### config.mk
export PLATFORM = sky130hd
export DESIGN_NAME = alu_rr_scheduler_flat
export DESIGN_NICKNAME = d
export VERILOG_FILES = /design/src/rtl/alu_pkg.sv /design/src/rtl/alu_rr_scheduler_if.sv /design/src/rtl/alu_flag_unit.sv /design/src/rtl/alu_rr_scheduler.sv /design/src/flat_wrapper.sv
export SDC_FILE = /design/constraint.sdc
export NUM_CORES = 1
export LEC_CHECK = 0
export BUFFER_PORTS_ARGS = -buffer_cell sky130_fd_sc_hd__buf_2
export CORE_MARGIN = 4
export CORE_UTILIZATION = 50
export CTS_CLUSTER_DIAMETER = 80
export DETAILED_ROUTE_END_ITERATION = 7
export PLACE_DENSITY = 0.85
export SYNTH_ARGS = -nofsm -noshare
export SYNTH_HDL_FRONTEND = slang
export SYNTH_SLANG_ARGS = --single-unit
### constraint.sdc
create_clock -name clk -period 3.56 [get_ports clk]
set_input_delay 0.178 -clock clk [delete_from_list [all_inputs] [get_ports clk]]
set_output_delay 0.178 -clock clk [all_outputs]
set_load 0.005 [all_outputs]
### src/rtl/alu_pkg.sv
// Shared types for the round-robin ALU scheduler: default datapath width,
// result-flag bundle and scheduler FSM states.
package alu_pkg;

    localparam int ALU_W = 16;

    typedef struct packed {
        logic carry;
        logic sign;
        logic zero;
        logic parity;
        logic ovf;
    } alu_flags_t;

    typedef enum logic [1:0] {
        IDLE = 2'd0,
        EXEC = 2'd1,
        RESP = 2'd2
    } state_t;

endpackage

### src/rtl/alu_rr_scheduler_if.sv
// Request/response bundle between the requesting units, the result consumer
// and the shared ALU scheduler. master = requesters + consumer side,
// slave = scheduler side.
interface alu_rr_scheduler_if #(
    parameter int NREQ = 4,
    parameter int W    = 16,
    parameter int IDW  = $clog2(NREQ)
);
    logic [NREQ-1:0]   req_valid;
    logic [NREQ*W-1:0] req_x;
    logic [NREQ*W-1:0] req_y;
    logic [NREQ-1:0]   req_ready;
    logic              rsp_valid;
    logic              rsp_ready;
    logic [IDW-1:0]    rsp_id;
    logic [W-1:0]      rsp_z;
    logic              rsp_carry;
    logic              rsp_sign;
    logic              rsp_zero;
    logic              rsp_parity;
    logic              rsp_ovf;
    logic              busy;

    modport master (
        output req_valid, req_x, req_y, rsp_ready,
        input  req_ready, rsp_valid, rsp_id, rsp_z,
        input  rsp_carry, rsp_sign, rsp_zero, rsp_parity, rsp_ovf, busy
    );

    modport slave (
        input  req_valid, req_x, req_y, rsp_ready,
        output req_ready, rsp_valid, rsp_id, rsp_z,
        output rsp_carry, rsp_sign, rsp_zero, rsp_parity, rsp_ovf, busy
    );

endinterface

### src/rtl/alu_flag_unit.sv
// Purely combinational W-bit adder with carry/sign/zero/parity/overflow
// flags. Holds no state; the scheduler registers its outputs.
module alu_flag_unit
    import alu_pkg::*;
#(
    parameter int W = ALU_W
) (
    input  logic [W-1:0] x,
    input  logic [W-1:0] y,
    output logic [W-1:0] z,
    output alu_flags_t   flags
);

    logic [W:0] sum;

    // Add at W+1 bits so the carry falls out of the top bit, then derive flags
    always_comb begin
        sum          = {1'b0, x} + {1'b0, y};
        z            = sum[W-1:0];
        flags.carry  = sum[W];
        flags.sign   = sum[W-1];
        flags.zero   = (sum[W-1:0] == '0);
        flags.parity = ~^sum[W-1:0];
        flags.ovf    = (x[W-1] & y[W-1] & ~sum[W-1]) |
                       (~x[W-1] & ~y[W-1] & sum[W-1]);
    end

endmodule

### src/rtl/alu_rr_scheduler.sv
// Round-robin scheduler sharing one adder/flag datapath among NREQ
// requesters: IDLE (arbitrate + capture) -> EXEC (compute, register)
// -> RESP (hold tagged result until accepted).
// Optional build macro ALU_RR_SCHED_STATS_EN adds a saturating 16-bit
// count of accepted results that carried the overflow flag (ovf_count).
module alu_rr_scheduler
    import alu_pkg::*;
#(
    parameter int NREQ = 4,
    parameter int W    = ALU_W,
    parameter int IDW  = $clog2(NREQ)
) (
    input  logic               clk,
    input  logic               rst,
    alu_rr_scheduler_if.slave  bus
`ifdef ALU_RR_SCHED_STATS_EN
    ,
    output logic [15:0]        ovf_count
`endif
);

    state_t         state;
    logic [IDW-1:0] rr_ptr;

    logic           grant_found;
    logic [IDW-1:0] grant_idx;
    logic [IDW:0]   cand;

    logic [W-1:0]   x_p0;
    logic [W-1:0]   y_p0;
    logic [IDW-1:0] id_p0;
    logic [W-1:0]   z_p0;
    alu_flags_t     flags_p0;

    logic [W-1:0]   z_p1;
    alu_flags_t     flags_p1;
    logic [IDW-1:0] id_p1;

    // Winner search: first pending requester at or after rr_ptr, wrapping
    always_comb begin
        grant_found = 1'b0;
        grant_idx   = '0;
        cand        = '0;
        for (int k = 0; k < NREQ; k++) begin
            cand = {1'b0, rr_ptr} + (IDW+1)'(k);
            if (cand >= (IDW+1)'(NREQ)) begin
                cand = cand - (IDW+1)'(NREQ);
            end
            if (!grant_found && bus.req_valid[cand[IDW-1:0]]) begin
                grant_found = 1'b1;
                grant_idx   = cand[IDW-1:0];
            end
        end
    end

    // Accept strobe only while idle; suppressed under reset so no grant is lost
    always_comb begin
        bus.req_ready = '0;
        if (state == IDLE && grant_found && !rst) begin
            bus.req_ready = NREQ'(1) << grant_idx;
        end
    end

    // Stage p0: capture the winner's operands and id on the grant edge
    always_ff @(posedge clk) begin
        if (state == IDLE && grant_found) begin
            x_p0  <= bus.req_x[grant_idx*W +: W];
            y_p0  <= bus.req_y[grant_idx*W +: W];
            id_p0 <= grant_idx;
        end
    end

    alu_flag_unit #(.W(W)) u_flag_unit (
        .x     (x_p0),
        .y     (y_p0),
        .z     (z_p0),
        .flags (flags_p0)
    );

    // Stage p1: scheduler FSM; result registers load only in EXEC and then hold
    always_ff @(posedge clk) begin
        if (rst) begin
            state    <= IDLE;
            rr_ptr   <= '0;
            z_p1     <= '0;
            flags_p1 <= '0;
            id_p1    <= '0;
        end else begin
            case (state)
                IDLE: begin
                    if (grant_found) begin
                        rr_ptr <= (grant_idx == IDW'(NREQ-1)) ? '0
                                                               : grant_idx + 1'b1;
                        state  <= EXEC;
                    end
                end
                EXEC: begin
                    z_p1     <= z_p0;
                    flags_p1 <= flags_p0;
                    id_p1    <= id_p0;
                    state    <= RESP;
                end
                RESP: begin
                    if (bus.rsp_ready) begin
                        state <= IDLE;
                    end
                end
                default: state <= IDLE;
            endcase
        end
    end

    assign bus.rsp_valid  = (state == RESP);
    assign bus.busy       = (state != IDLE);
    assign bus.rsp_id     = id_p1;
    assign bus.rsp_z      = z_p1;
    assign bus.rsp_carry  = flags_p1.carry;
    assign bus.rsp_sign   = flags_p1.sign;
    assign bus.rsp_zero   = flags_p1.zero;
    assign bus.rsp_parity = flags_p1.parity;
    assign bus.rsp_ovf    = flags_p1.ovf;

`ifdef ALU_RR_SCHED_STATS_EN
    function automatic logic [15:0] sat_inc(input logic [15:0] v);
        return (v == 16'hFFFF) ? v : v + 16'd1;
    endfunction

    // Count accepted results flagged as overflow, saturating at all-ones
    always_ff @(posedge clk) begin
        if (rst) begin
            ovf_count <= '0;
        end else if (state == RESP && bus.rsp_ready && flags_p1.ovf) begin
            ovf_count <= sat_inc(ovf_count);
        end
    end
`endif

endmodule
### src/flat_wrapper.sv
// flat-port wrapper written by rule: the top's interface ports become plain ports
module alu_rr_scheduler_flat import alu_pkg::*;
#(
    parameter int NREQ = 4,
    parameter int W    = ALU_W,
    parameter int IDW  = $clog2(NREQ)
)
  (clk, rst, bus_req_valid, bus_req_x, bus_req_y, bus_rsp_ready, bus_req_ready, bus_rsp_valid, bus_rsp_id, bus_rsp_z, bus_rsp_carry, bus_rsp_sign, bus_rsp_zero, bus_rsp_parity, bus_rsp_ovf, bus_busy);
  alu_rr_scheduler_if #(.NREQ(NREQ), .W(W), .IDW(IDW)) bus_i ();
  input  logic clk;
  input  logic rst;
  input wire logic [$bits(bus_i.req_valid)-1:0] bus_req_valid;
  input wire logic [$bits(bus_i.req_x)-1:0] bus_req_x;
  input wire logic [$bits(bus_i.req_y)-1:0] bus_req_y;
  input wire logic [$bits(bus_i.rsp_ready)-1:0] bus_rsp_ready;
  output wire logic [$bits(bus_i.req_ready)-1:0] bus_req_ready;
  output wire logic [$bits(bus_i.rsp_valid)-1:0] bus_rsp_valid;
  output wire logic [$bits(bus_i.rsp_id)-1:0] bus_rsp_id;
  output wire logic [$bits(bus_i.rsp_z)-1:0] bus_rsp_z;
  output wire logic [$bits(bus_i.rsp_carry)-1:0] bus_rsp_carry;
  output wire logic [$bits(bus_i.rsp_sign)-1:0] bus_rsp_sign;
  output wire logic [$bits(bus_i.rsp_zero)-1:0] bus_rsp_zero;
  output wire logic [$bits(bus_i.rsp_parity)-1:0] bus_rsp_parity;
  output wire logic [$bits(bus_i.rsp_ovf)-1:0] bus_rsp_ovf;
  output wire logic [$bits(bus_i.busy)-1:0] bus_busy;
  assign bus_i.req_valid = bus_req_valid;
  assign bus_i.req_x = bus_req_x;
  assign bus_i.req_y = bus_req_y;
  assign bus_i.rsp_ready = bus_rsp_ready;
  assign bus_req_ready = bus_i.req_ready;
  assign bus_rsp_valid = bus_i.rsp_valid;
  assign bus_rsp_id = bus_i.rsp_id;
  assign bus_rsp_z = bus_i.rsp_z;
  assign bus_rsp_carry = bus_i.rsp_carry;
  assign bus_rsp_sign = bus_i.rsp_sign;
  assign bus_rsp_zero = bus_i.rsp_zero;
  assign bus_rsp_parity = bus_i.rsp_parity;
  assign bus_rsp_ovf = bus_i.rsp_ovf;
  assign bus_busy = bus_i.busy;
  alu_rr_scheduler #(.NREQ(NREQ), .W(W), .IDW(IDW)) u_core (.clk(clk), .rst(rst), .bus(bus_i));
endmodule
==> impl_results.md <==
- Status: finished clean
- Sink Count: 60
- Synth Area in XOR/XNOR: 4.38%
- HP Start: bus_rsp_ready
- Worst R2R Path Depth: 14
- WP data arrival: 3460 ps
- DRC: 0
- CP max FO: 5
- Synthesis-stage register bit count: 60
- CP startpoint kind: flip-flop
- Peak Freq: 0.314 GHz
- Post-synthesis compound-gate area fraction: 16.5%
- Post-DP HPWL: 9170 um
- 1st-pass router iterations: 4
- Syn avg cell area: 8.07 sq um
- Most common cell on crit path: xnor2_1
- DP Worst Slack: 351 ps
- Origin of the worst setup path: u_core.x_p0[0]$_DFFE_PP_
- CTS tree: built
- Initial Utilization: 51.2%
- Synth top cells by count: nand2_1 (152), and3_1 (37), a31oi_1 (34), edfxtp_1 (34), ha_1 (29)
- Largest family of logic cells by synthesized area: simple AND/OR/NAND/NOR gates
- Clock Power Share: 16.1%
- CTS hold repair buffers: 0
- Worst reg-to-reg setup slack: 370 ps
- Vias in the first global route: 4003
- Synth area leader: edfxtp_1
- Avg Vias per Cell: 5.46
- Slew margin rel.: 19.5%
- CTS Buffer Depth: 2
- Worst hold-check path type: input port to flip-flop
- First-pass GRT wire length: 18400 um
- Die W: 99.7 um
- Hold endpoint: u_core.state[1]$_SDFFE_PP0P_
- Area of the mapped netlist: 4200 sq um
- Hold_ws: 120 ps
- Mapped Cells: 521
- Fin. Hold Viols: 0
- Die ar.: 9940 sq um
- Drt total wl: 11500 um
- Final std cells w/o fill: 775
- Final setup margin: 374 ps
- Clk slew on worst S/H paths: 70 ps
- Max stage delay cell, worst path: fa_1
- Count leader, synth: nand2_1
- Leakage: 0.00253 uW
- Post-CTS Setup Bufs: 0
- Hold Path Stages: 3
- Yosys Warn Count: 0
- Largest net degree at the start of global routing: 68
- Buffers on Ports: 163
- Max stage delay on crit path: 420 ps
- Net Sw Frac: 39.9%
- WS Path Type: flip-flop to flip-flop
- Most used DFF post-synth: edfxtp_1
- Mux share of post-synthesis cell area: 0.238%
- Required time worst endpoint: 3830 ps
- # rows: 33
- Clock Skews: 7.93 ps
- CTS Buf Count: 9
- Synth Area in Adders: 9.11%
- Share of flip-flops with an asynchronous set or reset: 0%
- Share of power burned in registers: 26.2%
- Setup TNS: 0 ps
- Max IR drop VDD: 0.486 mV
- # IOs: 164
- Sequential share of the synthesized area: 36.7%
- Critical-path cell list: ha_1 > fa_1 > a21oi_1 > o21ai_1 > a21oi_2 > o211ai_1 > and2_1 > xnor2_1 > ha_1 > xnor2_1 > xnor2_1 > xnor2_1 > nand2_1 > a21oi_1
- Clock latency on the worst-skew pair: 340 ps
- Routability congestion estimate from global placement: 0.857
- RSZ-0062 raised after global routing: false
- Least-Margin Pin Slew: 1200 ps
- Syn nets: 686
- Core box area: 8220 sq um
- Largest cells by area after synthesis: edfxtp_1 (24%), nand2_1 (14%), dfxtp_1 (12%), ha_1 (8.6%), and3_1 (5.5%)
- Die height: 99.7 um
- Antenna violations before repair: 0
- Post-layout util: 63.5%
- CP Capture Type: flip-flop
- DR iter-0 viols: 158
- Area growth from synthesis to layout: 24.2%
- Buf/Inv on CP: 0
- Fin crit share: 89.5%
- Number of synthesized flops with an enable pin: 34
- CTS root buf: clkbuf_8
- Simple-gate area share of the yosys netlist: 27.7%
- Post-CTS Resized: 0
- Netlist cell types: 59
- Combinational Power Share: 57.7%
- Power density cells: 736 nW/um^2
- Total GRT Usage: 23.1%
- # diodes: 0
- NetSw: 1530 uW
- Post-synth top area share: 24.3%
- Crit-path leading delay family: adder cells
- Minimum clock period: 3190 ps
- Power Internal: 2310 uW
- RR Endpoint: u_core.bus.rsp_parity$_SDFFE_PP0N_
- Fin. max-slew vios: 0
- Total of max-cap violations: 0
- Placed Cells: 759
- Vias: 4234
- Share of cells above drive strength 1: 29.0%
- Final setup violating endpoints: 0
- H-tree Lvls: 3
- Nets: 830
- Antenna-violating nets left: 0
- Gr ovfl total: 0
- Wirelength per Cell: 14.8 um
- R2R Path Start: u_core.x_p0[0]$_DFFE_PP_
[metal layers]
metal  vias to the layer above  track usage (%)  share of wire [%]
li1                       2126                -                  -
met1                      1946             29.3                 44
met2                       140             39.1                 49
met3                        22             4.35                5.7
met4                         0             8.61                2.0
met5                         -                0                  0
[sequential cells by signal (all words and copies together), names as in the netlist]
name	flops
u_core.bus.rsp_id	2
u_core.x_p0	16
u_core.bus.rsp_z	15
u_core.y_p0	16
u_core.bus.rsp_sign	1
u_core.bus.rsp_ovf	1
u_core.bus.rsp_parity	1
u_core.bus.rsp_carry	1
u_core.id_p0	2
u_core.state	2
u_core.rr_ptr	2
u_core.bus.rsp_zero	1
[area by class of cell]
type	instances	area (sq um)
clock buffer	14	195
clock inverter	2	12.5
fill	729	3000
inverter	14	52.6
multi-input combinational	413	2440
sequential	60	1540
tap	105	131
timing repair buffer	167	846
[cells in the final DEF, fill, tap and decap left out, types with 10 or more instances in the layout]
cell type and count:
buf_2 163, nand2_1 152, dfxtp_1 26, a31oi_1 34
nor2_1 16, edfxtp_1 34, ha_1 29, inv_1 12
clkbuf_8 10, a21oi_1 25, xnor2_1 17, and3_1 37
[tightest hold or removal path: stages]
cell	delay, ps
buf_2	80
nand2b_1	100
a21oi_1	60
[cells by family (layout without fill, tap and decap cells)]
group | Yosys count | in the layout
and+or+nand+nor | 252 | 252
AOI/OAI and AO/OA | 109 | 109
adders and majority gates | 30 | 30
xor gates and xnor gates | 21 | 21
muxes | 1 | 1
buffers and inverters | 48 | 197
DFF | 60 | 60
[metrics by stage]
step           area, sq um  total power (uW)
3_5_place_dp          5010              3230
3_3_place_gp          5010              3170
6_report              5220              3840
5_1_grt               5220              4150
4_1_cts               5220              3850
2_1_floorplan         4200              2750
[power groups by stage]
stage / combinational, uW / clock (uW) / sequential, uW
floorplan: 1740 / 0 / 1000
global placement: 2150 / 0 / 1010
detailed placement: 2210 / 0 / 1020
CTS: 2210 / 629 / 1010
global route: 2470 / 658 / 1020
finish: 2220 / 619 / 1010
[worst max-delay path by stage]
| stage | endpoint | slack, ps | cells after the start |
|---|---|---|---|
| after floorplan | u_core.bus.rsp_parity$_SDFFE_PP0N_ | 640 | 14 |
| after global placement | u_core.bus.rsp_parity$_SDFFE_PP0N_ | 430 | 14 |
| after detailed placement | u_core.bus.rsp_parity$_SDFFE_PP0N_ | 350 | 14 |
| after CTS | u_core.bus.rsp_parity$_SDFFE_PP0N_ | 350 | 14 |
| after global routing | u_core.bus.rsp_parity$_SDFFE_PP0N_ | 140 | 14 |
| final | u_core.bus.rsp_parity$_SDFFE_PP0N_ | 370 | 14 |
Power figures use the tool's default switching activity.
